File: src/rtl/vga_vram_arbiter_if.sv
// Bus bundle between the VRAM arbiter and its neighbours: CPU pixel writes, display reads,
// clear control and the single-port VRAM. The slave modport is the arbiter's view.
interface vga_vram_arbiter_if #(
    parameter int COL_BITS   = 8,
    parameter int ROW_BITS   = 7,
    parameter int COLOR_BITS = 3
);
    logic                         wr_req;
    logic [COL_BITS-1:0]          wr_col;
    logic [ROW_BITS-1:0]          wr_row;
    logic [COLOR_BITS-1:0]        wr_color;
    logic                         wr_full;
    logic                         overflow;

    logic                         rd_req;
    logic [COL_BITS+ROW_BITS-1:0] rd_addr;
    logic [COLOR_BITS-1:0]        rd_data;
    logic                         rd_valid;

    logic                         clear;
    logic [COLOR_BITS-1:0]        clear_color;
    logic                         clear_busy;

    logic [COL_BITS+ROW_BITS-1:0] ram_addr;
    logic                         ram_we;
    logic [COLOR_BITS-1:0]        ram_data;
    logic [COLOR_BITS-1:0]        ram_rdata;

    modport master (
        output wr_req, wr_col, wr_row, wr_color,
        input  wr_full, overflow,
        output rd_req, rd_addr,
        input  rd_data, rd_valid,
        output clear, clear_color,
        input  clear_busy,
        input  ram_addr, ram_we, ram_data,
        output ram_rdata
    );

    modport slave (
        input  wr_req, wr_col, wr_row, wr_color,
        output wr_full, overflow,
        input  rd_req, rd_addr,
        output rd_data, rd_valid,
        input  clear, clear_color,
        output clear_busy,
        output ram_addr, ram_we, ram_data,
        input  ram_rdata
    );
endinterface

File: src/rtl/vga_vram_arbiter.sv
// Single-port VRAM arbiter: display reads first, then full-screen clear, then buffered CPU writes.
// Define VRAM_ARB_STARVE_GUARD_EN to force a write slot after STARVE_LIMIT back-to-back read grants.
module vga_vram_arbiter #(
    parameter int COL_BITS     = 8,
    parameter int ROW_BITS     = 7,
    parameter int COLOR_BITS   = 3,
    parameter int FIFO_DEPTH   = 4,
    parameter int STARVE_LIMIT = 16
) (
    input logic               clk,
    input logic               rst,
    vga_vram_arbiter_if.slave bus
);
    localparam int ADDR_BITS = COL_BITS + ROW_BITS;
    localparam int PTR_BITS  = $clog2(FIFO_DEPTH);
    localparam int CNT_BITS  = $clog2(FIFO_DEPTH + 1);

    if (FIFO_DEPTH < 2 || (FIFO_DEPTH & (FIFO_DEPTH - 1)) != 0 || STARVE_LIMIT < 1) begin : g_param_check
        $error("vga_vram_arbiter: FIFO_DEPTH must be a power of two >= 2 and STARVE_LIMIT >= 1");
    end

    typedef enum logic {
        IDLE,
        CLEAR
    } clear_state_t;

    typedef enum logic [1:0] {
        GRANT_NONE,
        GRANT_READ,
        GRANT_CLEAR,
        GRANT_FIFO
    } grant_t;

    logic [ADDR_BITS-1:0]  fifo_addr  [FIFO_DEPTH];
    logic [COLOR_BITS-1:0] fifo_color [FIFO_DEPTH];
    logic [PTR_BITS-1:0]   rd_ptr;
    logic [PTR_BITS-1:0]   wr_ptr;
    logic [CNT_BITS-1:0]   count;
    logic [CNT_BITS-1:0]   count_next;
    logic                  full_q;
    logic                  overflow_q;
    logic                  fifo_empty;
    logic                  push;
    logic                  pop;

    clear_state_t          state;
    logic [ADDR_BITS-1:0]  clear_ptr;
    logic [COLOR_BITS-1:0] clear_color_q;
    logic                  busy_q;

    logic [ADDR_BITS-1:0]  ram_addr_q;
    logic                  ram_we_q;
    logic [COLOR_BITS-1:0] ram_data_q;
    logic                  rd_inflight;
    logic                  rd_valid_q;

    grant_t                grant;
    logic                  write_pending;
    logic                  force_write;

    assign fifo_empty    = (count == '0);
    assign write_pending = (state == CLEAR) || !fifo_empty;

    // Admission uses the start-of-cycle full flag, so a same-cycle pop never lets a write in.
    assign push = bus.wr_req && !full_q;
    assign pop  = (grant == GRANT_FIFO);

    always_comb begin
        grant = GRANT_NONE;
        if (bus.rd_req && !force_write) begin
            grant = GRANT_READ;
        end else if (state == CLEAR) begin
            grant = GRANT_CLEAR;
        end else if (!fifo_empty) begin
            grant = GRANT_FIFO;
        end
    end

`ifdef VRAM_ARB_STARVE_GUARD_EN
    localparam int STARVE_BITS = $clog2(STARVE_LIMIT + 1);

    logic [STARVE_BITS-1:0] starve_cnt;

    assign force_write = write_pending && (starve_cnt == STARVE_BITS'(STARVE_LIMIT));

    // Counts read grants that happened while a write was waiting; any write grant restarts it.
    always_ff @(posedge clk) begin
        if (rst) begin
            starve_cnt <= '0;
        end else if (!write_pending || grant != GRANT_READ) begin
            starve_cnt <= '0;
        end else begin
            starve_cnt <= starve_cnt + 1'b1;
        end
    end
`else
    assign force_write = 1'b0;
`endif

    always_comb begin
        count_next = count;
        if (push && !pop) begin
            count_next = count + 1'b1;
        end else if (pop && !push) begin
            count_next = count - 1'b1;
        end
    end

    always_ff @(posedge clk) begin
        if (push) begin
            fifo_addr[wr_ptr]  <= {bus.wr_row, bus.wr_col};
            fifo_color[wr_ptr] <= bus.wr_color;
        end
    end

    always_ff @(posedge clk) begin
        if (rst) begin
            rd_ptr     <= '0;
            wr_ptr     <= '0;
            count      <= '0;
            full_q     <= 1'b0;
            overflow_q <= 1'b0;
        end else begin
            if (push) begin
                wr_ptr <= wr_ptr + 1'b1;
            end
            if (pop) begin
                rd_ptr <= rd_ptr + 1'b1;
            end
            if (bus.wr_req && full_q) begin
                overflow_q <= 1'b1;
            end
            count  <= count_next;
            full_q <= (count_next == CNT_BITS'(FIFO_DEPTH));
        end
    end

    // Clear sequencer plus the registered VRAM command and the two-stage read-valid pipe.
    always_ff @(posedge clk) begin
        if (rst) begin
            state         <= IDLE;
            clear_ptr     <= '0;
            clear_color_q <= '0;
            busy_q        <= 1'b0;
            ram_addr_q    <= '0;
            ram_we_q      <= 1'b0;
            ram_data_q    <= '0;
            rd_inflight   <= 1'b0;
            rd_valid_q    <= 1'b0;
        end else begin
            rd_inflight <= (grant == GRANT_READ);
            rd_valid_q  <= rd_inflight;
            ram_we_q    <= 1'b0;

            unique case (grant)
                GRANT_READ: begin
                    ram_addr_q <= bus.rd_addr;
                end
                GRANT_CLEAR: begin
                    ram_addr_q <= clear_ptr;
                    ram_data_q <= clear_color_q;
                    ram_we_q   <= 1'b1;
                end
                GRANT_FIFO: begin
                    ram_addr_q <= fifo_addr[rd_ptr];
                    ram_data_q <= fifo_color[rd_ptr];
                    ram_we_q   <= 1'b1;
                end
                default: begin
                end
            endcase

            unique case (state)
                IDLE: begin
                    if (bus.clear) begin
                        state         <= CLEAR;
                        clear_ptr     <= '0;
                        clear_color_q <= bus.clear_color;
                        busy_q        <= 1'b1;
                    end
                end
                CLEAR: begin
                    if (grant == GRANT_CLEAR) begin
                        clear_ptr <= clear_ptr + 1'b1;
                        if (&clear_ptr) begin
                            state  <= IDLE;
                            busy_q <= 1'b0;
                        end
                    end
                end
                default: begin
                    state <= IDLE;
                end
            endcase
        end
    end

    assign bus.wr_full    = full_q;
    assign bus.overflow   = overflow_q;
    assign bus.rd_valid   = rd_valid_q;
    assign bus.rd_data    = bus.ram_rdata;
    assign bus.clear_busy = busy_q;
    assign bus.ram_addr   = ram_addr_q;
    assign bus.ram_we     = ram_we_q;
    assign bus.ram_data   = ram_data_q;

endmodule

File: src/flat_wrapper.sv
// flat-port wrapper written by rule: the top's interface ports become plain ports
module vga_vram_arbiter_flat 
#(
    parameter int COL_BITS     = 8,
    parameter int ROW_BITS     = 7,
    parameter int COLOR_BITS   = 3,
    parameter int FIFO_DEPTH   = 4,
    parameter int STARVE_LIMIT = 16
)
  (clk, rst, bus_wr_req, bus_wr_col, bus_wr_row, bus_wr_color, bus_wr_full, bus_overflow, bus_rd_req, bus_rd_addr, bus_rd_data, bus_rd_valid, bus_clear, bus_clear_color, bus_clear_busy, bus_ram_addr, bus_ram_we, bus_ram_data, bus_ram_rdata);
  vga_vram_arbiter_if #(.COL_BITS(COL_BITS), .ROW_BITS(ROW_BITS), .COLOR_BITS(COLOR_BITS)) bus_i ();
  input logic clk;
  input logic rst;
  input wire logic [$bits(bus_i.wr_req)-1:0] bus_wr_req;
  input wire logic [$bits(bus_i.wr_col)-1:0] bus_wr_col;
  input wire logic [$bits(bus_i.wr_row)-1:0] bus_wr_row;
  input wire logic [$bits(bus_i.wr_color)-1:0] bus_wr_color;
  output wire logic [$bits(bus_i.wr_full)-1:0] bus_wr_full;
  output wire logic [$bits(bus_i.overflow)-1:0] bus_overflow;
  input wire logic [$bits(bus_i.rd_req)-1:0] bus_rd_req;
  input wire logic [$bits(bus_i.rd_addr)-1:0] bus_rd_addr;
  output wire logic [$bits(bus_i.rd_data)-1:0] bus_rd_data;
  output wire logic [$bits(bus_i.rd_valid)-1:0] bus_rd_valid;
  input wire logic [$bits(bus_i.clear)-1:0] bus_clear;
  input wire logic [$bits(bus_i.clear_color)-1:0] bus_clear_color;
  output wire logic [$bits(bus_i.clear_busy)-1:0] bus_clear_busy;
  output wire logic [$bits(bus_i.ram_addr)-1:0] bus_ram_addr;
  output wire logic [$bits(bus_i.ram_we)-1:0] bus_ram_we;
  output wire logic [$bits(bus_i.ram_data)-1:0] bus_ram_data;
  input wire logic [$bits(bus_i.ram_rdata)-1:0] bus_ram_rdata;
  assign bus_i.wr_req = bus_wr_req;
  assign bus_i.wr_col = bus_wr_col;
  assign bus_i.wr_row = bus_wr_row;
  assign bus_i.wr_color = bus_wr_color;
  assign bus_wr_full = bus_i.wr_full;
  assign bus_overflow = bus_i.overflow;
  assign bus_i.rd_req = bus_rd_req;
  assign bus_i.rd_addr = bus_rd_addr;
  assign bus_rd_data = bus_i.rd_data;
  assign bus_rd_valid = bus_i.rd_valid;
  assign bus_i.clear = bus_clear;
  assign bus_i.clear_color = bus_clear_color;
  assign bus_clear_busy = bus_i.clear_busy;
  assign bus_ram_addr = bus_i.ram_addr;
  assign bus_ram_we = bus_i.ram_we;
  assign bus_ram_data = bus_i.ram_data;
  assign bus_i.ram_rdata = bus_ram_rdata;
  vga_vram_arbiter #(.COL_BITS(COL_BITS), .ROW_BITS(ROW_BITS), .COLOR_BITS(COLOR_BITS), .FIFO_DEPTH(FIFO_DEPTH), .STARVE_LIMIT(STARVE_LIMIT)) u_core (.clk(clk), .rst(rst), .bus(bus_i));
endmodule
File: config.mk
export PLATFORM = sky130hd
export DESIGN_NAME = vga_vram_arbiter_flat
export DESIGN_NICKNAME = d
export VERILOG_FILES = /design/src/rtl/vga_vram_arbiter_if.sv /design/src/rtl/vga_vram_arbiter.sv /design/src/flat_wrapper.sv
export SDC_FILE = /design/constraint.sdc
export NUM_CORES = 1
export LEC_CHECK = 0
export BUFFER_PORTS_ARGS = -buffer_cell sky130_fd_sc_hd__buf_2
export CAP_MARGIN = 20
export CORE_MARGIN = 1
export CORE_UTILIZATION = 60
export DETAILED_ROUTE_END_ITERATION = 8
export PLACE_DENSITY_LB_ADDON = 0.2
export SLEW_MARGIN = 20
export SYNTH_ARGS = -nofsm -noshare
export SYNTH_HDL_FRONTEND = slang
export SYNTH_SLANG_ARGS = --single-unit
File: constraint.sdc
create_clock -name clk -period 4.8 [get_ports clk]
set_input_delay 0.72 -clock clk [delete_from_list [all_inputs] [get_ports clk]]
set_output_delay 0.72 -clock clk [all_outputs]
set_load 0.05 [all_outputs]
==> flow_summary_export.csv <==
group,metric,value,unit
status,outcome,"completed",
synthesis,synth-edff-count,72,
cells_and_area,n_fill_cell,507,
cells_and_area,seqCellArea,0.003203,mm2
setup_path,crit_fanout,19,
setup_path,max_stage_delay,0.63,ns
timing,tightest_slew,1.079,ns
clock_network,clock_sinks,124,
setup_path,cp_slowest_cell,"or3_1",
synthesis,ys_seq_area_share,61.33,%
global_routing,grt_pass1_wl,17480,um
clock_network,cts_resized,0,
synthesis,syn_nets,445,
timing,finalMaxSlewViolations,0,
setup_path,r2r_end,"u_core.bus.wr_full",
place,port_buffers,63,
cells_and_area,mostFrequentLayoutCells,"edfxtp_1, buf_2, dfxtp_1",
min_path,hp-start,"bus_wr_row[1]",
synthesis,postSynthCellCount,393,
floorplanning,die_area,0.009081,mm2
power_and_ir_drop,power_frac_clock,40.0,%
clock_network,post_cts_buffers,0,
timing,rsz0062_at_grt,"no",
power_and_ir_drop,p_leak,0.002230,uW
clock_network,cts_tree,"done",
global_routing,grt_max_degree,38,
power_and_ir_drop,p_comb_share,20.9,%
min_path,hold_end,"u_core.fifo_addr[2][9]",
routing,wl_met2,5426,um
clock_network,clock_latency,0.52,ns
synthesis,async_flop_share,0,%
place,place_area,0.005549,mm2
synthesis,ys.flop_type,"edfxtp_1",
clock_network,clk_path_buf_depth,2,
power_and_ir_drop,p_int,2326,uW
cells_and_area,finalNetCount,503,
setup_path,r2r_start,"u_core.count[0]",
routing,drt_iter0_markers,177,
setup_path,worstPathRequired,5.22,ns
setup_path,startpoint_type,"register",
setup_path,r2r_slack,1.92,ns
routing,top_layer,"met4",
power_and_ir_drop,power.density,540.6,mW/mm2
setup_path,rr_worst_depth,7,
routing,wl_met1,5178,um
min_path,worstHoldPathType,"in -> reg",
min_path,hold-path-cell-count,1,
global_routing,grt_pass1_vias,3420,
power_and_ir_drop,power_switching,1005,uW
clock_network,clkSlewWorstSetupHoldPaths,0.07,ns
setup_path,cp_cell_sequence,"inv_1 -> ha_1 -> ha_1 -> or3_1 -> xnor2_1 -> or3_1 -> a2111oi_2",
cells_and_area,drive_above_1_share,26.29,%
routing,vias,3429,
place,place_congestion,0.8191,
clock_network,htree_levels,4,
cells_and_area,antenna_cells,0,
timing,slew_headroom,28.06,%
place,place_inst,537,
synthesis,synth_area,0.005223,mm2
timing,fmax,346.9,MHz
global_routing,grt_overflow,0,
routing,first_pass_iters,4,
routing,drc_errors,0,
setup_path,criticalPathCategory,"reg -> reg",
timing,final.period_utilization,60.06,%
timing,finalSetupViolations,0,
cells_and_area,fin_area,0.006162,mm2
setup_path,crit_arrival,3.30,ns
floorplanning,initial_core_util,62.93,%
clock_network,cts_root_buf,"clkbuf_8",
timing,period_minus_slack,2.883,ns
timing,skew,0.01556,ns
floorplanning,die_w,95.30,um
timing,setup_tns,0,ns
synthesis,ys_ff_latch,124,
timing,final-hold-violation-count,0,
floorplanning,fp.dieH,95.30,um
floorplanning,io_pins,70,
floorplanning,coreArea,0.008299,mm2
routing,wire_per_inst,19.86,um
cells_and_area,area_growth,17.99,%
place,hpwlAfterDp,6803,um
synthesis,syn_area_per_cell,13.29,um2
floorplanning,rows,33,
setup_path,end_kind,"register",
routing,dr_wl_met3,567,um
job,maxCapViolations,0,
global_routing,antenna_found_initial,0,
global_routing,grt.total_usage,26.96,%
clock_network,cts_hold_buf,0,
cells_and_area,final_cell_count_no_fill,569,
synthesis,ys_types,51,
routing,via_per_inst,6.026,
routing,wl,11300,um
power_and_ir_drop,seqPwrFrac,39.1,%
clock_network,cts_inserted_buffers,17,
power_and_ir_drop,swShare,30.18,%
cells_and_area,multi_input_area,0.001828,mm2
cells_and_area,layout_commonest_cell,"edfxtp_1",
synthesis,yosys_warnings,0,
power_and_ir_drop,ir_worst_vdd,0.3911,mV
routing,ant_nets,0,
cell usage after synthesis (2+ instances only):
library cell | count | area, um2
dfxtp_1 | 52 | 1041
o31ai_1 | 2 | 15.01
xnor2_1 | 14 | 122.6
clkbuf_1 | 10 | 37.54
buf_2 | 6 | 30.03
and2_1 | 4 | 25.02
mux4_2 | 18 | 405.4
a21oi_1 | 47 | 235.2
mux2i_1 | 15 | 150.1
a21o_1 | 2 | 15.01
nor2_1 | 29 | 108.9
o2bb2ai_1 | 3 | 26.28
a211oi_1 | 21 | 157.7
nor2b_1 | 3 | 18.77
o21a_1 | 8 | 60.06
a311oi_1 | 2 | 17.52
nand2_1 | 11 | 41.29
nor3_1 | 3 | 15.01
inv_1 | 14 | 52.55
buf_1 | 3 | 11.26
or3_1 | 2 | 12.51
buf_4 | 6 | 45.04
o21ai_0 | 6 | 30.03
nand2b_1 | 3 | 18.77
nand3_1 | 4 | 20.02
ha_1 | 8 | 100.1
a2111oi_2 | 2 | 30.03
edfxtp_1 | 72 | 2162
sequential cells by signal, summed over array words and instances, names as in the netlist, named ones only:
register / cells
u_core.rd_ptr: 2
u_core.fifo_addr: 60
u_core.count: 3
u_core.state: 1
u_core.bus.clear_busy: 1
u_core.wr_ptr: 2
u_core.rd_inflight: 1
u_core.bus.wr_full: 1
u_core.clear_ptr: 15
u_core.clear_color_q: 3
u_core.bus.overflow: 1
u_core.bus.ram_addr: 15
u_core.fifo_color: 12
u_core.bus.ram_we: 1
u_core.bus.ram_data: 3
u_core.bus.rd_valid: 1
worst max-delay path by stage:
| stage | from | to | slack [ns] |
|---|---|---|---|
| global placement | u_core.count[0] | u_core.bus.wr_full | 2.05 |
| finish | u_core.count[0] | u_core.bus.wr_full | 1.92 |
| global route | u_core.count[0] | u_core.bus.wr_full | 1.80 |
| floorplan | u_core.count[0] | u_core.bus.wr_full | 2.48 |
| CTS | u_core.count[0] | u_core.bus.wr_full | 1.93 |
| detailed placement | u_core.count[0] | u_core.bus.wr_full | 1.95 |
layer usage:
layer / global-route usage [%] / vias up
met5: 0 / -
met4: 8.965 / 0
met3: 7.416 / 15
met2: 42.86 / 115
met1: 35.98 / 1699
li1: - / 1600
power by group through the flow:
stage / sequential (uW) / clock, uW / combinational, uW
finish: 1300 / 1330 / 698
floorplan: 1410 / 0 / 453
CTS: 1300 / 1340 / 697
global route: 1310 / 1380 / 747
global placement: 1310 / 0 / 673
detailed placement: 1320 / 0 / 688
logic make-up (layout without fill, tap and decap cells):
logic type      count (synthesis)  in the layout  synth area share [%]
buf+inv                        41            112                 3.665
compound gates                102            102                 13.03
flops                         124            124                 61.33
fa+ha+maj                       8              8                 1.917
simple gates                   70             70                 6.900
xor+xnor                       15             15                 2.516
mux                            33             33                 10.64
stage by stage:
step / worst slack (ns) / util (%) / power (uW) / hold slack (ns)
finish: 1.917 / 74.25 / 3331 / 0.4062
global route: 1.798 / 74.25 / 3441 / 0.3913
CTS: 1.935 / 74.25 / 3343 / 0.3916
detailed placement: 1.954 / 66.86 / 2007 / 0.4308
global placement: 2.049 / 66.86 / 1988 / 0.4196
floorplan: 2.484 / - / 1862 / 0.4138
layout make-up:
cell class	instances	area share (%)
Clock buffer	17	6.721
Tap cell	105	2.132
Sequential cell	124	51.98
Clock inverter	15	3.228
Multi-Input combinational cell	228	29.66
Inverter	15	0.9137
Timing Repair Buffer	65	5.360
worst max-delay path, delay by kind of cell (launching register included):
kind,cells,cell delay (ns)
buf+inv,1,0.08
simple gates,2,0.99
fa+ha+maj,2,0.75
compound gates,1,0.35
flops,1,0.40
xor+xnor,1,0.19
No activity file was read; power rests on OpenSTA's default activity.
